## src/rtl/fetch_redirect_ctrl.sv

```systemverilog
// fetch_redirect_ctrl: selects the next fetch PC from external load, mispredict recovery,
// stall, register-jump base, prediction or sequential increment.
module fetch_redirect_ctrl (
    input  logic        clk,
    input  logic        rst,
    input  logic        stall_fetch,
    input  logic        has_mispredict,
    input  logic [15:0] pc_recovery,
    input  logic        exter_pc_en,
    input  logic [15:0] exter_pc,
    input  logic        jump_reg_req,
    input  logic        jump_base_rdy_from_rf,
    input  logic [15:0] jump_base_from_rf,
    input  logic        pred_taken,
    input  logic [15:0] pred_target,
    output logic [15:0] pc,
    output logic [2:0]  pc_select,
    output logic        fetch_valid,
    output logic        stall_for_jump,
    output logic [7:0]  jump_wait_cnt
);
    typedef enum logic [1:0] {IDLE, RUN, WAIT_JBASE, RECOVER} state_t;

    localparam logic [2:0] SEL_SEQ = 3'd0, SEL_PRED = 3'd1, SEL_JBASE = 3'd2,
                           SEL_RECOV = 3'd3, SEL_EXT = 3'd4, SEL_HOLD = 3'd5;

    state_t      state, state_nxt;
    logic [15:0] pc_nxt;
    logic [7:0]  cnt_nxt;

    always_ff @(posedge clk) begin
        if (rst) begin
            state         <= IDLE;
            pc            <= 16'h0000;
            jump_wait_cnt <= 8'd0;
        end else begin
            state         <= state_nxt;
            pc            <= pc_nxt;
            jump_wait_cnt <= cnt_nxt;
        end
    end

    // IDLE and RECOVER are single-cycle bubbles that ignore stall_fetch.
    always_comb begin
        state_nxt = state;
        pc_nxt    = pc;
        cnt_nxt   = jump_wait_cnt;
        pc_select = SEL_HOLD;
        if (exter_pc_en) begin
            pc_nxt    = exter_pc;
            state_nxt = RUN;
            pc_select = SEL_EXT;
        end else if (has_mispredict) begin
            pc_nxt    = pc_recovery;
            state_nxt = RECOVER;
            pc_select = SEL_RECOV;
        end else if (state == IDLE || state == RECOVER) begin
            state_nxt = RUN;
        end else if (stall_fetch) begin
            state_nxt = state;
        end else if (state == WAIT_JBASE) begin
            if (jump_base_rdy_from_rf) begin
                pc_nxt    = jump_base_from_rf;
                state_nxt = RUN;
                pc_select = SEL_JBASE;
            end else begin
                cnt_nxt = (&jump_wait_cnt) ? jump_wait_cnt : jump_wait_cnt + 8'd1;
            end
        end else if (jump_reg_req) begin
            if (jump_base_rdy_from_rf) begin
                pc_nxt    = jump_base_from_rf;
                pc_select = SEL_JBASE;
            end else begin
                state_nxt = WAIT_JBASE;
                cnt_nxt   = 8'd0;
            end
        end else if (pred_taken) begin
            pc_nxt    = pred_target;
            pc_select = SEL_PRED;
        end else begin
            pc_nxt    = pc + 16'd4;
            pc_select = SEL_SEQ;
        end
    end

    assign fetch_valid    = !rst && state == RUN && !stall_fetch;
    assign stall_for_jump = !rst && state == WAIT_JBASE;
endmodule

```

## config.mk

```make
export PLATFORM = sky130hd
export DESIGN_NAME = fetch_redirect_ctrl
export DESIGN_NICKNAME = d
export VERILOG_FILES = /design/src/rtl/fetch_redirect_ctrl.sv
export SDC_FILE = /design/constraint.sdc
export NUM_CORES = 1
export LEC_CHECK = 0
export BUFFER_PORTS_ARGS = -buffer_cell sky130_fd_sc_hd__buf_4
export CAP_MARGIN = 10
export CORE_ASPECT_RATIO = 0.6
export CORE_MARGIN = 10
export CORE_UTILIZATION = 48
export CTS_CLUSTER_DIAMETER = 50
export DETAILED_ROUTE_END_ITERATION = 16
export GPL_TIMING_DRIVEN = 1
export PLACE_DENSITY = 0.86
export RECOVER_POWER = 25
export SYNTH_ARGS = -nofsm -noshare
export SYNTH_HDL_FRONTEND = slang
export SYNTH_SLANG_ARGS = --single-unit
```

## constraint.sdc

```tcl
create_clock -name clk -period 2.45 [get_ports clk]
set_input_delay 0.49 -clock clk [delete_from_list [all_inputs] [get_ports clk]]
set_output_delay 0.49 -clock clk [all_outputs]
set_load 0.005 [all_outputs]
```

[Yosys cells after proc, flatten, opt, wreduce, memory -nomap -nowiden]
Cells that the tools add are included.
Storage, ports and cells
  register bits: 26
  input bits: 72
  output and inout port bits: 29
  logic and storage cells: 68
Cells by class
  add/subtract/negate cells: 2
  equality and inequality tests: 12
  mux-type cells: 29
  bitwise gates (word level): 5
  reduce and logical (&&, ||, !) cells: 16
Operator list (count)
  16-bit 2-to-1 mux: 8
  8-bit 2-to-1 mux: 5
  3-bit 2-to-1 mux: 7
  16-bit by 3-bit adder with 16-bit output, second input constant: 1
  2-bit 2-to-1 mux: 7
  8-bit by 1-bit adder with 8-bit output, second input constant: 1
  4-bit AND reduction: 2
  8-bit AND reduction: 1
  7-bit AND reduction: 1
  3-bit by 1-bit inequality test with 1-bit output, second input constant: 2
  5-bit by 3-bit inequality test with 1-bit output, second input constant: 1
  5-bit inequality test, second input constant: 1
  1-bit inverter: 5
  5-bit nonzero test: 1
  2-bit equality test, second input constant: 2
  4-bit by 1-bit inequality test with 1-bit output, second input constant: 1
  4-bit by 2-bit inequality test with 1-bit output, second input constant: 1
  4-bit inequality test, second input constant: 1
  4-bit nonzero test: 1
  1-bit logical AND: 3
  3-bit inequality test, second input constant: 1
  2-bit by 1-bit equality test with 1-bit output, second input constant: 1
  1-bit logical NOT: 2
  2-bit logical NOT: 1
  6 further kinds: 7

[Depth between registers and ports, before layout]
  depth in word-level cells: 8
  mapped depth: 10
  mapped depth without buffers: 7

[Worst setup path before layout]
OpenSTA, ideal clock, no wires.
  path type: flip-flop to flip-flop
  start point: register state[0]
  end point: register jump_wait_cnt[7]
  setup time: 70 ps
  arrival: 2011 ps
  data required time: 2380 ps
  slack: 369 ps
  cell stages (with the launch flop): 8
  buffers on the path: 0
  period minus slack after synthesis: 2081 ps
  path through: dfxtp_1 > inv_1 > ha_1 > or3_4 > nor4_4 > nand2_2 > or3_1 > a21oi_1
On the way
  longest elaborated chain between the ends: 4
  elaborated cells between the ends (all ways): 9
  those cells by class: eq/ne: 3; mux: 1; bitwise: 1; reduce/logical: 4
RTL lines
  from (decl): RTL line 27  | state_t state, state_nxt;
  from (signal assigned): RTL line 37  | state <= state_nxt;
  branches (longest 4 deep; another with 7-bit AND reduction)
  to (signal assigned): RTL line 39  | jump_wait_cnt <= cnt_nxt;
  to (decl): RTL line 20  | output logic [7:0] jump_wait_cnt
Parallel ways; which one is timed is not known.
A chain may end at the register's enable or synchronous reset.

[Worst setup path after layout]
  start point: register state[0]
  end point: register jump_wait_cnt[4]
Same word-level chain as after synthesis.

==> flow_summary.ini <==
[finish]
stdcell_count = 480
drive_above_1_share = 0.309
nNetsFinal = 496
area_growth_pct = 40.3
antenna-diode-count = 0
n_fill_cell = 419
final_core_util = 0.703

[timing]
rsz0062_at_grt = false
min_period_ns = 2.32
finalSetupViolations = 0
fin_tns_setup_ns = 0
maxSlewViolCount = 0
clock-skew-final_ns = 0.00997
fmax_mhz = 431
tightest_slew_ns = 0.576
post-route-period-util = 0.947
slew_headroom = 0.613
timing.hold.ws_ns = 0.468
final-hold-violation-count = 0

[synth]
yosys.cell_count.top_type = nor2_1
synth_area_um2 = 2310
synth.area.top_cells = dfxtp_1 (23%), a21oi_1 (6.3%), mux2i_1 (5.2%)
synth_top_area_share = 0.225
yosysWarningCount = 0
yosysUniqueCellTypes = 60
synth-edff-count = 0
synth_seq_cells = 26
synth_commonest_cells = nor2_1 (32), a21oi_1 (29), nand2_1 (29)
syn_nets = 398
syn_inst = 320
async_flop_share = 0
ys_seq_area_frac = 0.225
syn_area_per_cell_um2 = 7.23
synthFlopType = dfxtp_1
synth_largest_area_cell = dfxtp_1

[floorplan]
row_count = 19
die-area_um2 = 8080
start_util = 0.501
core_um2 = 4610
boundaryPins = 101
die_h_um = 73.8
fp.dieW_um = 110

[route]
drt_iter0_drc = 459
vias = 3020
final_antenna_net_count = 0
drc_errors = 0
wl_per_cell_um = 20.0
routed_wl_um = 9600
via_per_inst = 6.29
dr.pass1.iters = 5

[setup_path]
reg2reg_from = state[0]
critPathLaunchType = register
r2r_slack_ns = 0.13
path_class = reg -> reg
reg2reg_depth = 7
critPathMaxFanout = 6
required_ns = 2.67
r2r-end = jump_wait_cnt[4]
cp-end-kind = register
cp.arrival_ns = 2.54

[clock_network]
htree_levels = 1
clock_sinks = 26
cts_tree = done
clk_pin_slew_ns = 0.10
insertion_delay_ns = 0.28
ctsRootBufferMaster = clkbuf_8
ctsHoldBuffers = 0
clock_path_buffers = 2
cts_buffers = 3

[pwr]
p_switching_mw = 0.408
sw_frac_of_total = 0.316
p_clk_frac = 0.286
internal-power_mw = 0.885
power_frac_comb = 0.340
p_leak_nw = 1.40
p_per_area_nw_per_um2 = 398
peakVddDrop_uv = 322
pwr-share-seq = 0.374

[flow_run]
maxCapViolations = 0

[placement]
dp.cells = 475
place.gp.congestion = 0.935
dp_hpwl_um = 7340
io_buffers = 100

[min_path]
min_from = exter_pc[9]
holdPathStages = 3
min_path_type = in -> reg
min_to = pc[9]

[global_route]
antenna_found_initial = 0
grt_pass1_vias = 2926
grt_first_pass_wirelength_um = 15100
grt_max_degree = 27
grt_use_total = 0.232
grt_overflow_total = 0

[run_status]
status = finished, final reports clean
## timing repair
action / 4_1_cts / 5_1_grt
setup buffers: 0 / 1
pin swaps: 0 / 2
setup endpoints to repair: 1 / 4
gates resized for setup: 1 / 6
## layout by cell type, fill, tap and decap left out, types with 6 or more instances in the layout
| cell | count |
|---|---|
| xor2_1 | 8 |
| clkbuf_4 | 10 |
| o21ai_0 | 11 |
| o22ai_1 | 6 |
| nand2_1 | 29 |
| nand4_1 | 7 |
| mux2i_1 | 12 |
| nor3b_1 | 9 |
| dfxtp_1 | 25 |
| nor3_1 | 10 |
| a21oi_1 | 29 |
| nor2_1 | 31 |
| a211oi_1 | 6 |
| nand3_1 | 15 |
| inv_1 | 10 |
| buf_4 | 102 |
## metrics by stage
stage | setup slack (ns) | instance area (um2) | power (mW)
2_1_floorplan | 0.369 | 2310 | 0.700
3_3_place_gp | 0.271 | 3150 | 0.906
3_5_place_dp | 0.168 | 3150 | 0.917
4_1_cts | 0.00264 | 3230 | 1.28
5_1_grt | 0.00555 | 3240 | 1.35
6_report | 0.129 | 3240 | 1.29
## per-layer routing
metal | vias up | track usage | share of wire
met3 | 26 | 0.0734 | 0.15
met5 | - | 0 | 0
met2 | 251 | 0.365 | 0.44
met4 | 0 | 0.0302 | 0.016
li1 | 1379 | - | -
met1 | 1364 | 0.310 | 0.40
## worst max-delay path, cell delays in order (launching register included)
cell,delay (ns)
dfxtp_2,0.37
inv_1,0.07
ha_2,0.33
or3_4,0.45
nor4_4,0.37
nand3_2,0.18
or3_1,0.35
a21oi_1,0.16
## cells by family after synthesis
kind of cell	after synthesis	share of synthesized area
and+or+nand+nor	138	0.319
adders and majority gates	6	0.0325
buffers and inverters	33	0.0584
DFF	26	0.225
muxes	13	0.0568
AOI/OAI and AO/OA	93	0.266
xor gates and xnor gates	11	0.0417
## power by group through the flow
stage                     registers (mW)  clock network [mW]  logic [mW]
after floorplan                    0.489                   0       0.211
after global placement             0.490                   0       0.417
after detailed placement           0.492                   0       0.425
after CTS                          0.482               0.364       0.429
after global routing               0.488               0.386       0.475
final                              0.484               0.370       0.439
## state kept, by name, summed over array words and instances (netlist names)
register and cells:
pc 16, state 2, jump_wait_cnt 8
## layout make-up
| type | instances | area (um2) | share of cell area |
|---|---|---|---|
| clock buffers | 3 | 41.3 | 0.0127 |
| clock inverters | 1 | 30.0 | 0.00926 |
| inverters | 11 | 41.3 | 0.0127 |
| multi-input cells | 261 | 1680 | 0.518 |
| flip-flops and latches | 26 | 522 | 0.161 |
| well taps | 63 | 78.8 | 0.0243 |
| repair buffers | 115 | 852 | 0.263 |
## worst max path at each step
stage	start	to	slack [ns]	cells after the start
final	state[0]	jump_wait_cnt[4]	0.13	7
after global routing	state[0]	jump_wait_cnt[4]	0.006	7
after CTS	state[0]	pc_select[0]	0.003	7
after detailed placement	state[0]	jump_wait_cnt[4]	0.17	7
after global placement	state[0]	jump_wait_cnt[5]	0.27	7
after floorplan	state[0]	jump_wait_cnt[7]	0.37	7
(Power assumes the default switching activity.)
